--- src/rtl/axis_window_marker_pkg.sv ---
// Shared constants for the window-marker stream stages: tuser bit positions and width helper.
package axis_window_marker_pkg;

    localparam int SOF_BIT  = 0;
    localparam int NEED_BIT = 1;

    function automatic int tuser_width(input int need_width);
        return need_width + 1;
    endfunction

endpackage

--- src/rtl/axis_skid_buffer.sv ---
// Generic 2-entry AXI4-Stream register slice: output register plus skid register, registered s_ready.
module axis_skid_buffer #(
    parameter int C_WIDTH = 8
) (
    input  logic               clk,
    input  logic               reset,
    input  logic               s_valid,
    input  logic [C_WIDTH-1:0] s_data,
    output logic               s_ready,
    output logic               m_valid,
    output logic [C_WIDTH-1:0] m_data,
    input  logic               m_ready
);

    logic               skid_valid;
    logic               skid_valid_next;
    logic [C_WIDTH-1:0] skid_data;
    logic               in_fire;
    logic               out_open;

    assign in_fire  = s_valid & s_ready;
    assign out_open = ~m_valid | m_ready;

    // s_ready mirrors "skid empty"; a stalled output with an accepted beat parks it in the skid.
    always_comb begin
        skid_valid_next = skid_valid;
        if (out_open)
            skid_valid_next = 1'b0;
        else if (in_fire)
            skid_valid_next = 1'b1;
    end

    always_ff @(posedge clk or posedge reset) begin
        if (reset) begin
            m_valid    <= 1'b0;
            m_data     <= '0;
            skid_valid <= 1'b0;
            skid_data  <= '0;
            s_ready    <= 1'b0;
        end else begin
            skid_valid <= skid_valid_next;
            s_ready    <= ~skid_valid_next;
            if (out_open) begin
                if (skid_valid) begin
                    m_valid <= 1'b1;
                    m_data  <= skid_data;
                end else begin
                    m_valid <= in_fire;
                    if (in_fire)
                        m_data <= s_data;
                end
            end else if (in_fire) begin
                skid_data <= s_data;
            end
        end
    end

endmodule

--- src/rtl/axis_window_marker.sv ---
// Tags each pixel of a video stream with a need bit (tuser[1]) marking membership in a rectangular window.
module axis_window_marker
    import axis_window_marker_pkg::*;
#(
    parameter int C_PIXEL_WIDTH   = 24,
    parameter int C_IMG_BITS      = 12,
    parameter int C_IN_NEED_WIDTH = 0
) (
    input  logic                       clk,
    input  logic                       reset,
    input  logic                       win_enable,
    input  logic [C_IMG_BITS-1:0]      win_left,
    input  logic [C_IMG_BITS-1:0]      win_top,
    input  logic [C_IMG_BITS-1:0]      win_width,
    input  logic [C_IMG_BITS-1:0]      win_height,
    input  logic                       s_axis_tvalid,
    input  logic [C_PIXEL_WIDTH-1:0]   s_axis_tdata,
    input  logic [C_IN_NEED_WIDTH:0]   s_axis_tuser,
    input  logic                       s_axis_tlast,
    output logic                       s_axis_tready,
    output logic                       m_axis_tvalid,
    output logic [C_PIXEL_WIDTH-1:0]   m_axis_tdata,
    output logic [C_IN_NEED_WIDTH+1:0] m_axis_tuser,
    output logic                       m_axis_tlast,
    input  logic                       m_axis_tready
);

    localparam int OUT_UW  = tuser_width(C_IN_NEED_WIDTH + 1);
    localparam int SLICE_W = OUT_UW + 1 + C_PIXEL_WIDTH;
    localparam logic [C_IMG_BITS-1:0] POS_MAX = '1;

    logic                  en_q;
    logic [C_IMG_BITS-1:0] left_q, top_q, width_q, height_q;
    logic [C_IMG_BITS-1:0] col_cnt, row_cnt;

    logic                  in_fire, sof;
    logic                  eff_en;
    logic [C_IMG_BITS-1:0] eff_left, eff_top, eff_width, eff_height;
    logic [C_IMG_BITS-1:0] col, row;
    logic [C_IMG_BITS:0]   col_end, row_end;
    logic                  need;
    logic [OUT_UW-1:0]     tuser_out;
    logic [SLICE_W-1:0]    slice_out;

    assign in_fire = s_axis_tvalid & s_axis_tready;
    assign sof     = s_axis_tuser[SOF_BIT];

    // The SOF beat is judged against the live win_* values it is about to latch.
    always_comb begin
        eff_en     = sof ? win_enable : en_q;
        eff_left   = sof ? win_left   : left_q;
        eff_top    = sof ? win_top    : top_q;
        eff_width  = sof ? win_width  : width_q;
        eff_height = sof ? win_height : height_q;
        col        = sof ? '0 : col_cnt;
        row        = sof ? '0 : row_cnt;
        col_end    = {1'b0, eff_left} + {1'b0, eff_width};
        row_end    = {1'b0, eff_top}  + {1'b0, eff_height};
        need       = eff_en & (row >= eff_top) & ({1'b0, row} < row_end)
                            & (col >= eff_left) & ({1'b0, col} < col_end);
    end

    always_comb begin
        tuser_out           = '0;
        tuser_out[SOF_BIT]  = sof;
        tuser_out[NEED_BIT] = need;
        for (int i = 0; i < C_IN_NEED_WIDTH; i++)
            tuser_out[NEED_BIT + 1 + i] = s_axis_tuser[SOF_BIT + 1 + i];
    end

    always_ff @(posedge clk or posedge reset) begin
        if (reset) begin
            en_q     <= 1'b0;
            left_q   <= '0;
            top_q    <= '0;
            width_q  <= '0;
            height_q <= '0;
            col_cnt  <= '0;
            row_cnt  <= '0;
        end else if (in_fire) begin
            if (sof) begin
                en_q     <= win_enable;
                left_q   <= win_left;
                top_q    <= win_top;
                width_q  <= win_width;
                height_q <= win_height;
            end
            // Counters saturate rather than wrap so oversized frames never re-enter the window.
            if (s_axis_tlast) begin
                col_cnt <= '0;
                row_cnt <= (row == POS_MAX) ? row : row + 1'b1;
            end else begin
                col_cnt <= (col == POS_MAX) ? col : col + 1'b1;
                row_cnt <= row;
            end
        end
    end

    axis_skid_buffer #(
        .C_WIDTH (SLICE_W)
    ) u_slice (
        .clk     (clk),
        .reset   (reset),
        .s_valid (s_axis_tvalid),
        .s_data  ({tuser_out, s_axis_tlast, s_axis_tdata}),
        .s_ready (s_axis_tready),
        .m_valid (m_axis_tvalid),
        .m_data  (slice_out),
        .m_ready (m_axis_tready)
    );

    assign {m_axis_tuser, m_axis_tlast, m_axis_tdata} = slice_out;

endmodule

--- config.mk ---
export PLATFORM = sky130hd
export DESIGN_NAME = axis_window_marker
export DESIGN_NICKNAME = d
export VERILOG_FILES = /design/src/rtl/axis_window_marker_pkg.sv /design/src/rtl/axis_skid_buffer.sv /design/src/rtl/axis_window_marker.sv
export SDC_FILE = /design/constraint.sdc
export NUM_CORES = 1
export LEC_CHECK = 0
export ABC_AREA = 1
export BUFFER_PORTS_ARGS = -buffer_cell sky130_fd_sc_hd__buf_2
export CAP_MARGIN = 25
export CORE_MARGIN = 1.5
export CORE_UTILIZATION = 30
export CTS_CLUSTER_DIAMETER = 120
export DETAILED_ROUTE_END_ITERATION = 10
export PLACE_DENSITY_LB_ADDON = 0.12
export REMOVE_ABC_BUFFERS = 1
export SYNTH_ARGS = -nofsm -noshare
export SYNTH_HDL_FRONTEND = slang
export SYNTH_SLANG_ARGS = --single-unit
export TNS_END_PERCENT = 20
--- constraint.sdc ---
create_clock -name clk -period 9.1 [get_ports clk]
set_input_delay 1.82 -clock clk [delete_from_list [all_inputs] [get_ports clk]]
set_output_delay 1.82 -clock clk [all_outputs]
set_load 0.02 [all_outputs]
Word-level counts from Yosys, hierarchy flattened:

Index checks and enable logic that the tools add are counted.

* bits in registers: 130
* bits of input ports: 79
* output and inout bits: 29
* logic and storage cells: 50

* $add $sub $neg: 4
* magnitude comparators: 4
* equality and inequality tests: 2
* muxes and demuxes: 16
* bitwise gates (word level): 9
* reduce and logical (&&, ||, !) cells: 3

Operators with widths (number)
* 12-bit 2-to-1 mux: 10
* 27-bit 2-to-1 mux: 2
* 12-bit by 12-bit adder with 13-bit output: 2
* 12-bit by 13-bit less-than comparator with 1-bit output: 2
* 12-bit by 1-bit adder with 12-bit output, second input constant: 2
* 12-bit == test, second input constant: 2
* 12-bit greater-or-equal comparator: 2
* 1-bit bitwise AND: 5
* 1-bit 2-to-1 mux: 4
* 2-bit AND reduction: 2
* 1-bit inverter: 3
* 2-bit nonzero test: 1
* 1-bit bitwise OR: 1

Logic depth before layout (Yosys ltp):

Gate-level depths: netlist (run 1).

* depth after elaboration: 8
* gate-level depth with buffers: 26
* depth with buffers taken out: 23

Cells and area by module:

From an unflattened synthesis (run 1), not the netlist that was laid out.

* cell total of the unflattened synthesis: 1240
* area, all modules: 8989.9 um^2

By module, submodules not included
* axis_window_marker: times used 1, cells an instance 911, area an instance 6371.1 um^2, sequential area each 1826.8 um^2
* axis_skid_buffer: times used 1, cells an instance 329, area an instance 2618.8 um^2, sequential area each 1426.4 um^2

Least setup slack after synthesis (run 1):

Ideal clock, no wire load.

* kind: input port to flip-flop
* start: input s_axis_tuser
* end: register u_slice.m_data[26]
* setup time: 0.116 ns
* arrival time: 5.057 ns
* data required time: 8.984 ns
* path slack: 3.927 ns
* stages: 26
* cells stage by stage: buf_6 > buf_6 > buf_2 > buf_1 > nand2_1 > o21ai_0 > inv_1 > ha_1 > nand2_1 > o21ai_0 > a21oi_1 > o21ai_0 > a21oi_1 > nor2_1 > nor2_1 > xor2_1 > ha_1 > inv_1 > o21bai_1 > nand4_1 > nand4_1 > nor2_1 > nand3_1 > nand2_1 > nand2_1 > nand2_1

* elaborated cells between the ends (all ways): 19

RTL lines
* start, declared: RTL line axis_window_marker.sv:18 `input logic [C_IN_NEED_WIDTH:0] s_axis_tuser,`
* 12-bit 2-to-1 mux (*)
* named net eff_left[1]: RTL line axis_window_marker.sv:38 `logic [C_IMG_BITS-1:0] eff_left, eff_top, eff_width, eff_height;`
* 12-bit by 12-bit adder with 13-bit output or 12-bit greater-or-equal comparator (tied branches): RTL line axis_window_marker.sv:57, axis_window_marker.sv:60
* 12-bit by 13-bit less-than comparator with 1-bit output or 1-bit bitwise AND (tied branches): RTL line axis_window_marker.sv:60 `& (col >= eff_left) & ({1'b0, col} < col_end);`
* 1-bit bitwise AND (*): RTL line axis_window_marker.sv:60
* 27-bit 2-to-1 mux (*): RTL line axis_skid_buffer.sv:49 `if (in_fire)`
* 27-bit 2-to-1 mux (*): RTL line axis_skid_buffer.sv:44 `if (skid_valid) begin`
* end signal, assigned: RTL line axis_skid_buffer.sv:46 `m_data <= skid_data;`
* end signal, assigned: RTL line axis_skid_buffer.sv:50 `m_data <= s_data;`
* end, declared: RTL line axis_skid_buffer.sv:11 `output logic [C_WIDTH-1:0] m_data,`

Mark *: on every way through the listed nets, which the timed path passes. The rest lies on a longest branch. The select of a mux whose other input is x is not followed.
A chain may end at the register's enable or synchronous reset.

Worst setup path in the final report (run 1):

* start: input s_axis_tuser
* end: register u_slice.m_data[26]

* word-level cells in the longest chain between the ends: 8
* elaborated cells between the ends (all ways): 19

Ends and longest elaborated chain
* 12-bit 2-to-1 mux (*)
* named net eff_top[4]: RTL line axis_window_marker.sv:38
* 12-bit by 12-bit adder with 13-bit output or 12-bit greater-or-equal comparator (tied branches): RTL line axis_window_marker.sv:58, axis_window_marker.sv:59
* 12-bit by 13-bit less-than comparator with 1-bit output or 1-bit bitwise AND (tied branches): RTL line axis_window_marker.sv:59 `need = eff_en & (row >= eff_top) & ({1'b0, row} < row_end)`
* 1-bit bitwise AND (*): RTL line axis_window_marker.sv:59
* 1-bit bitwise AND (*) (2 in series): RTL line axis_window_marker.sv:60
* 27-bit 2-to-1 mux (*): RTL line axis_skid_buffer.sv:49
* 27-bit 2-to-1 mux (*): RTL line axis_skid_buffer.sv:44

Marks and branches as above.

==> results.py, run 1 <==
metrics = {
    "final_layout": {
        "synthToLayoutAreaGrowth_pct": 17.8,
        "final_util_pct": 35.8,
        "n_antenna_cell": 0,
        "final_cell_mix": "nand2_1, inv_1, dfrtp_1",
        "final_nets": 1318,
        "mostFrequentLayoutCell": "nand2_1",
        "drive_above_1_share_pct": 17.6,
    },
    "synth": {
        "synth_flop_cell": "dfrtp_1",
        "yosysUniqueCellTypes": 43,
        "synth_edf_count": 0,
        "yosysWarnings": 0,
        "ys_seq_area_share_pct": 38.6,
        "avgSynthCellArea_um2": 7.86,
        "syn_area_mm2": 0.00843,
        "synth_async_sr_flop_share_pct": 100,
        "ys_ff_latch": 130,
        "synth_cells": 1073,
    },
    "timing": {
        "fin_tns_setup_ns": 0,
        "fmax_mhz": 197,
        "period_needed_ns": 5.08,
        "worst_pin_slew_ns": 0.888,
        "drv_slew": 0,
        "period_share_pct": 55.8,
        "slew_headroom_pct": 40.8,
        "setup-violations-final": 0,
        "grt_setup_unrepaired": "false",
        "hold_violations": 0,
        "finClkSkew_ns": 0.0162,
    },
    "placed_design": {
        "place_congestion": 0.790,
        "place.detailed.hpwl_mm": 14.7,
        "io_buffers": 107,
    },
    "routing": {
        "wirelength_mm": 20.5,
        "drt-pass1-iter-count": 4,
        "vias_per_cell": 4.45,
        "drt_iter0_markers": 317,
        "wire_per_inst_um": 13.1,
        "drcViolationCount": 0,
        "vias": 6930,
        "ant_nets": 0,
    },
    "global_routing": {
        "grt_pass1_vias": 7060,
        "gr-total-overflow": 0,
        "use_met3_pct": 2.85,
        "grt_pass1_wl_mm": 34.7,
        "antenna_found_initial": 0,
        "grt-busiest-layer": "met2",
        "gr-usage-met2_pct": 26.6,
        "grtUsageMet1_pct": 18.8,
        "grt.total_usage_pct": 15.1,
        "grt_max_degree": 108,
    },
    "run": {
        "cap_violations": 0,
    },
    "clock_network": {
        "clk_path_buf_depth": 2,
        "cts_setup_buffers": 0,
        "insertion_delay_ns": 0.43,
        "cts.sinks": 130,
        "cts-root-buf": "clkbuf_16",
        "numCtsBuffers": 17,
        "clk_pin_slew_ns": 0.07,
        "cts_resized": 0,
        "cts_tree": "done",
        "hold_buffers": 0,
        "ctsHtreeMaxLevel": 4,
    },
    "floorplanning": {
        "start_util_pct": 30.4,
        "dieArea_mm2": 0.0291,
        "fp.dieH_um": 171,
        "ios": 108,
        "rows": 61,
        "core_area_mm2": 0.0277,
        "die_width_um": 171,
    },
    "pwr": {
        "power.leakage_nw": 4.96,
        "power.density_mw_per_mm2": 206,
        "peakVddDrop_mv": 0.105,
    },
    "worst_setup_path": {
        "r2r_slack_ns": 5.47,
        "cp-start-kind": "input pin",
        "critPathRequiredTime_ns": 9.41,
        "crit_arrival_ns": 5.39,
        "critical_path.max_fanout": 51,
        "crit_type": "in2reg",
        "crit_path_end_kind": "register",
    },
    "outcome": {
        "outcome": "completed",
    },
    "hold_path": {
        "hp-class": "reg2reg",
    },
}
final cells by class:
type,count,area (µm²)
fill,2992,17800
multi-input combinational,759,4460
sequential,130,3250
timing repair buffer,114,608
inverter,143,547
tap,378,473
clock buffer,17,425
clock inverter,15,165
registers in the layout, indices dropped and copies added, names as in the netlist:
| register | cells |
|---|---|
| u_slice.m_valid | 1 |
| width_q | 12 |
| left_q | 12 |
| en_q | 1 |
| row_cnt | 12 |
| u_slice.skid_valid | 1 |
| u_slice.skid_data | 27 |
| col_cnt | 12 |
| top_q | 12 |
| u_slice.m_data | 27 |
| height_q | 12 |
| u_slice.s_ready | 1 |
critical path, stage by stage:
cell     delay [ns]
buf_2          0.32
buf_4          0.58
nand2_1        0.11
o21ai_0        0.13
inv_1          0.07
ha_1           0.34
inv_1          0.09
nor3_1         0.19
a21oi_1        0.13
o21ai_0        0.29
nand2_1        0.08
a21oi_1        0.14
nor2_1         0.06
xor2_1         0.14
ha_1           0.29
nor3b_1        0.18
nand2_1        0.08
nand3_1        0.13
nand2_1        0.06
nand2_1        0.07
nand2_1        0.04
cell families after synthesis:
kind of cell	share of synthesized area (%)
AND/OR/NAND/NOR	21.0
AO/OA/AOI/OAI	13.5
adder cells (fa/ha/maj)	11.2
XOR/XNOR	3.95
buffers and inverters	8.64
flip-flops	38.6
multiplexers	3.21
metal layers:
metal	wire length (µm)	vias to the layer above
met5	0	-
li1	-	3675
met3	609	15
met4	235	0
met1	9630	3153
met2	9980	87
path summary, 6_finish.rpt:
path | startpoint | to | cells after the start
min in group asynchronous | reset | left_q[6] | 2
hold reg to reg | en_q | en_q | 2
setup reg to reg | left_q[2] | u_slice.m_data[26] | 21
hold / removal | en_q | en_q | 2
max in group asynchronous | reset | col_cnt[3] | 3
setup / recovery | s_axis_tuser | u_slice.m_data[26] | 21
power breakdown:
group | internal [mW] | switching (mW) | leakage [nW]
logic | 0.232 | 0.359 | 3.09
clock network | 0.369 | 0.326 | 0.281
registers | 0.701 | 0.0589 | 1.59
total | 1.30 | 0.743 | 4.96
synth_stat cells, types with 7 or more instances:
master / instances / area [µm²]
xnor2_1: 11 / 96.3
o21ai_0: 121 / 606
ha_1: 72 / 901
clkbuf_1: 28 / 105
nor2_4: 7 / 78.8
a31oi_1: 29 / 181
dfrtp_1: 130 / 3250
nor2_1: 70 / 263
buf_2: 8 / 40.0
a21oi_1: 44 / 220
inv_1: 137 / 514
nand4_1: 12 / 75.1
nand3_1: 21 / 105
nand2_1: 267 / 1000
mux2_2: 24 / 270
xor2_1: 27 / 236
nor3_1: 7 / 35.0
per-stage QoR:
step | hold WS (ns) | worst slack [ns] | instance area [µm²] | power (mW) | std cells
4_1_cts | 0.486 | 3.99 | 9900 | 2.08 | 1555
3_3_place_gp | 0.465 | 3.59 | 9310 | 1.36 | 1523
6_report | 0.484 | 4.02 | 9930 | 2.05 | 1556
5_1_grt | 0.505 | 3.51 | 9930 | 2.20 | 1556
3_5_place_dp | 0.469 | 3.56 | 9310 | 1.37 | 1523
2_1_floorplan | 0.448 | 3.81 | 8240 | 1.19 | 1032
No activity file was read; power rests on OpenSTA's default activity.
==> inputs of run 2 (changes only) <==
- clock period: 9.1 -> 5 ns (I/O delays scaled with it)
==> results.py, run 2 (same netlist as run 1, synthesis figures left out) <==
metrics = {
    "routing": {
        "vias": 6964,
        "drt_iter0_markers": 336,
        "drt-pass1-iter-count": 5,
        "wire_per_inst_um": 13.3,
        "wirelength_mm": 20.8,
        "vias_per_cell": 4.47,
        "drcViolationCount": 0,
        "ant_nets": 0,
    },
    "timing": {
        "slew_headroom_pct": 53.2,
        "grt_setup_unrepaired": "false",
        "period_share_pct": 80.1,
        "period_needed_ns": 4.01,
        "finClkSkew_ns": 0.0121,
        "worst_pin_slew_ns": 0.702,
        "hold_violations": 0,
        "fmax_mhz": 250,
        "drv_slew": 0,
        "fin_tns_setup_ns": 0,
        "setup-violations-final": 0,
    },
    "floorplanning": {
        "core_area_mm2": 0.0277,
        "ios": 108,
        "die_width_um": 171,
        "dieArea_mm2": 0.0291,
        "start_util_pct": 30.4,
        "rows": 61,
        "fp.dieH_um": 171,
    },
    "final_layout": {
        "final_cell_mix": "nand2_1, inv_1, dfrtp_1",
        "drive_above_1_share_pct": 17.8,
        "final_nets": 1321,
        "stdcell_area_mm2": 0.00996,
        "mostFrequentLayoutCell": "nand2_1",
        "n_antenna_cell": 0,
        "fillers": 2967,
        "reg_top3": "u_slice.m_data x27, u_slice.skid_data x27",
        "synthToLayoutAreaGrowth_pct": 18.1,
    },
    "clock_network": {
        "cts_tree": "done",
        "cts_resized": 0,
        "cts.sinks": 130,
        "ctsHtreeMaxLevel": 4,
        "cts-root-buf": "clkbuf_16",
        "cts_setup_buffers": 0,
        "insertion_delay_ns": 0.43,
        "hold_buffers": 0,
        "clk_path_buf_depth": 2,
        "clk_pin_slew_ns": 0.06,
        "numCtsBuffers": 17,
    },
    "pwr": {
        "power_switching_share_pct": 35.5,
        "peakVddDrop_mv": 0.232,
        "power.share.clock_pct": 34.2,
        "p_seq_share_pct": 37.0,
        "p_int_mw": 2.41,
        "power.leakage_nw": 4.99,
        "power_switching_mw": 1.32,
        "power.density_mw_per_mm2": 375,
        "p_comb_share_pct": 28.8,
    },
    "worst_setup_path": {
        "cp-start-kind": "input pin",
        "crit_path_end_kind": "register",
        "crit_arrival_ns": 4.32,
        "worst_path_most_repeated_cell": "nand2_1",
        "critPathRequiredTime_ns": 5.32,
        "path_cells": "buf_2, inv_6, o21ai_0, ha_1, inv_1, fa_1, nand3b_1, nand2_1, a21oi_1, nor2_1, nor2_1, xor2_1, ha_1, a21oi_1, o21bai_1, nand4_1, nand4_1, nor2_1, nand3_1, nand2_1, nand2_1, nand2_1",
        "critical_path.max_fanout": 39,
        "slowest_stage": "fa_1",
        "crit_family": "simple AND/OR/NAND/NOR gates",
        "critPathBufInv": 3,
        "critPathMaxStageDelay_ns": 0.39,
        "crit_type": "in2reg",
    },
    "global_routing": {
        "grt_max_degree": 108,
        "grt.total_usage_pct": 15.3,
        "grt_pass1_vias": 7038,
        "gr-total-overflow": 0,
        "antenna_found_initial": 0,
        "grt_pass1_wl_mm": 34.9,
    },
    "hold_path": {
        "hp-class": "reg2reg",
    },
    "outcome": {
        "outcome": "completed",
    },
    "placed_design": {
        "io_buffers": 107,
        "place.detailed.hpwl_mm": 14.9,
        "placed_area_mm2": 0.00935,
        "place_congestion": 0.795,
    },
    "run": {
        "cap_violations": 0,
    },
}
==> run 2: final timing paths <==
kind	startpoint	endpoint	slack (ns)	cells after the start
worst max register to register	left_q[1]	u_slice.m_data[26]	1.51	21
worst min register to register	en_q	en_q	0.48	2
max in group asynchronous	reset	row_cnt[10]	3.34	3
worst max-delay path	s_axis_tuser	u_slice.m_data[26]	0.99	22
min in group asynchronous	reset	width_q[9]	0.69	2
worst min-delay path	en_q	en_q	0.48	2
==> run 2: routing by layer <==
metal	track usage, %	vias to the layer above	part of all wire (%)
met5	0	-	0
met4	3.73	0	0.73
met3	2.98	10	2.7
met2	27.0	90	49
met1	19.0	3174	48
li1	-	3690	-
==> run 2: tightest hold or removal path: cells and delay by family (launching register included) <==
kind	cells	cell delay [ns]
AOI/OAI and AO/OA	1	0.06
DFF	1	0.34
and+or+nand+nor	1	0.05
==> run 2: cell type report <==
cell class              instances  area, µm²  share of cell area, %
well taps                     378        473                   4.75
inverters                     143        547                   5.49
repair buffers                117        643                   6.46
clock buffers                  17        425                   4.27
multi-input cells             759       4460                   44.7
flip-flops and latches        130       3250                   32.7
clock inverters                15        161                   1.62
==> run 2: per-stage QoR <==
step | std cells | hold slack (ns) | power (mW) | setup WS [ns] | utilization (%)
after CTS | 1558 | 0.484 | 3.81 | 0.962 | 35.8
final | 1559 | 0.479 | 3.74 | 0.994 | 35.9
after global routing | 1559 | 0.498 | 4.03 | 0.466 | 35.9
after global placement | 1526 | 0.464 | 2.48 | 0.555 | 33.7
after detailed placement | 1526 | 0.468 | 2.50 | 0.522 | 33.7
after floorplan | 1032 | 0.448 | 2.17 | 0.531 | -
==> run 2: power groups by stage <==
stage	Clock [mW]	Combinational [mW]	Sequential, mW
after CTS	1.32	1.10	1.38
final	1.28	1.08	1.38
after global routing	1.36	1.25	1.41
after detailed placement	0	1.09	1.40
after floorplan	0	0.694	1.48
after global placement	0	1.09	1.40
==> inputs of run 3 (changes only) <==
- clock period: 5 -> 3.85 ns (I/O delays scaled with it)
==> results.py, run 3 (same netlist as run 1, synthesis figures left out) <==
metrics = {
    "routing": {
        "drcViolationCount": 0,
        "vias_per_cell": 4.35,
        "drt-pass1-iter-count": 5,
        "vias": 7071,
        "wirelength_mm": 21.2,
        "ant_nets": 0,
        "wire_per_inst_um": 13.0,
        "drt_iter0_markers": 254,
    },
    "timing": {
        "period_share_pct": 92.3,
        "finClkSkew_ns": 0.00841,
        "hold_violations": 0,
        "drv_slew": 0,
        "period_needed_ns": 3.56,
        "setup_slack_ns": 0.295,
        "setup-violations-final": 0,
        "fmax_mhz": 281,
        "slew_headroom_pct": 54.2,
        "worst_pin_slew_ns": 0.687,
        "fin_tns_setup_ns": 0,
    },
    "final_layout": {
        "final_cell_mix": "nand2_1, inv_1, dfrtp_1",
        "mostFrequentLayoutCell": "nand2_1",
        "n_antenna_cell": 0,
        "synthToLayoutAreaGrowth_pct": 24.0,
        "drive_above_1_share_pct": 22.2,
        "final_nets": 1387,
        "reg_top3": "u_slice.m_data x27, u_slice.skid_data x27",
        "fillers": 2956,
    },
    "clock_network": {
        "clk_pin_slew_ns": 0.07,
        "clk_path_buf_depth": 2,
        "ctsHtreeMaxLevel": 4,
        "insertion_delay_ns": 0.43,
        "cts_resized": 0,
        "cts-root-buf": "clkbuf_16",
        "cts.sinks": 130,
        "cts_setup_buffers": 0,
        "hold_buffers": 0,
        "cts_tree": "done",
        "numCtsBuffers": 17,
    },
    "worst_setup_path": {
        "crit_path_end_kind": "register",
        "ff2ff_path_depth": 21,
        "cp-start-kind": "input pin",
        "critical_path.max_fanout": 14,
        "crit_type": "in2reg",
        "critPathRequiredTime_ns": 4.18,
        "crit_arrival_ns": 3.88,
    },
    "global_routing": {
        "grt_pass1_vias": 7203,
        "grt.total_usage_pct": 15.6,
        "antenna_found_initial": 0,
        "grt-busiest-layer": "met2",
        "use_met3_pct": 3.33,
        "grt_max_degree": 69,
        "gr-total-overflow": 0,
        "grtUsageMet1_pct": 19.7,
        "gr-usage-met2_pct": 26.8,
        "grt_pass1_wl_mm": 35.8,
    },
    "floorplanning": {
        "dieArea_mm2": 0.0291,
        "rows": 61,
        "core_area_mm2": 0.0277,
        "ios": 108,
        "fp.dieH_um": 171,
        "die_width_um": 171,
        "start_util_pct": 30.4,
    },
    "placed_design": {
        "place.detailed.hpwl_mm": 15.6,
        "pre_cts_ws_ns": -0.283,
        "io_buffers": 107,
        "place_congestion": 0.789,
    },
    "hold_path": {
        "hp-class": "in2async",
    },
    "pwr": {
        "power.leakage_nw": 5.29,
        "power.density_mw_per_mm2": 477,
        "peakVddDrop_mv": 0.282,
    },
    "outcome": {
        "outcome": "completed",
    },
    "run": {
        "cap_violations": 0,
    },
}
[run 3: changes by cell type in the layout (fill, tap and decap cells not counted), moves of 2 or more]
cell        delta
clkinvlp_4     +2
o21ai_0        -4
buf_4         +65
clkinv_2       -2
clkinv_4       +3
inv_6          -2
o21ai_1        +4
[run 3: worst max-delay path, stage by stage]
cell and delay (ns):
clkbuf_4 0.19, inv_6 0.12, buf_4 0.21, o21ai_0 0.14, ha_1 0.27, fa_1 0.42
nand3_1 0.09, nand3_1 0.14, xor2_1 0.18, ha_1 0.30, nand2_1 0.06, o21ai_0 0.18
a21oi_1 0.09, o221ai_1 0.23, nand2_1 0.16, nand3_1 0.15, nand2_1 0.07, nand2_1 0.06
nand2_1 0.04
[run 3: metrics by stage]
stage | hold WS [ns] | util [%] | instances | instance area [µm²] | total power, mW
floorplan | 0.448 | - | 1032 | 8240 | 2.82
global placement | 0.461 | 35.6 | 1593 | 9860 | 3.39
detailed placement | 0.469 | 35.6 | 1593 | 9860 | 3.41
CTS | 0.436 | 37.7 | 1625 | 10400 | 5.08
global route | 0.459 | 37.7 | 1625 | 10500 | 5.39
finish | 0.417 | 37.7 | 1625 | 10500 | 4.99
[run 3: layout make-up]
| class | count | area (µm²) | area share (%) |
|---|---|---|---|
| clock buffers | 18 | 429 | 4.11 |
| flip-flops and latches | 130 | 3250 | 31.1 |
| clock inverters | 14 | 148 | 1.41 |
| inverters | 143 | 547 | 5.23 |
| repair buffers | 183 | 1140 | 10.9 |
| multi-input cells | 759 | 4470 | 42.7 |
| well taps | 378 | 473 | 4.52 |
[run 3: path summary, 6_finish.rpt]
check	end	slack [ns]	from
min in group clk	left_q[8]	0.48	left_q[8]
max in group asynchronous	height_q[0]	2.70	reset
setup / recovery	u_slice.m_data[26]	0.29	s_axis_tuser
setup reg to reg	u_slice.m_data[26]	0.52	left_q[2]
hold reg to reg	left_q[8]	0.48	left_q[8]
hold / removal	width_q[10]	0.42	reset
[run 3: power by group]
| group | switching [mW] | internal [mW] | total [mW] | leakage (nW) |
|---|---|---|---|---|
| Combinational | 0.884 | 0.683 | 1.57 | 3.43 |
| Sequential | 0.141 | 1.66 | 1.80 | 1.59 |
| Clock | 0.713 | 0.912 | 1.62 | 0.274 |
| Total | 1.74 | 3.25 | 4.99 | 5.29 |
[run 3: metal layers]
| layer | part of all wire [%] | up-vias |
|---|---|---|
| li1 | - | 3815 |
| met1 | 49 | 3169 |
| met2 | 48 | 73 |
| met3 | 2.9 | 14 |
| met4 | 1.0 | 0 |
| met5 | 0 | - |
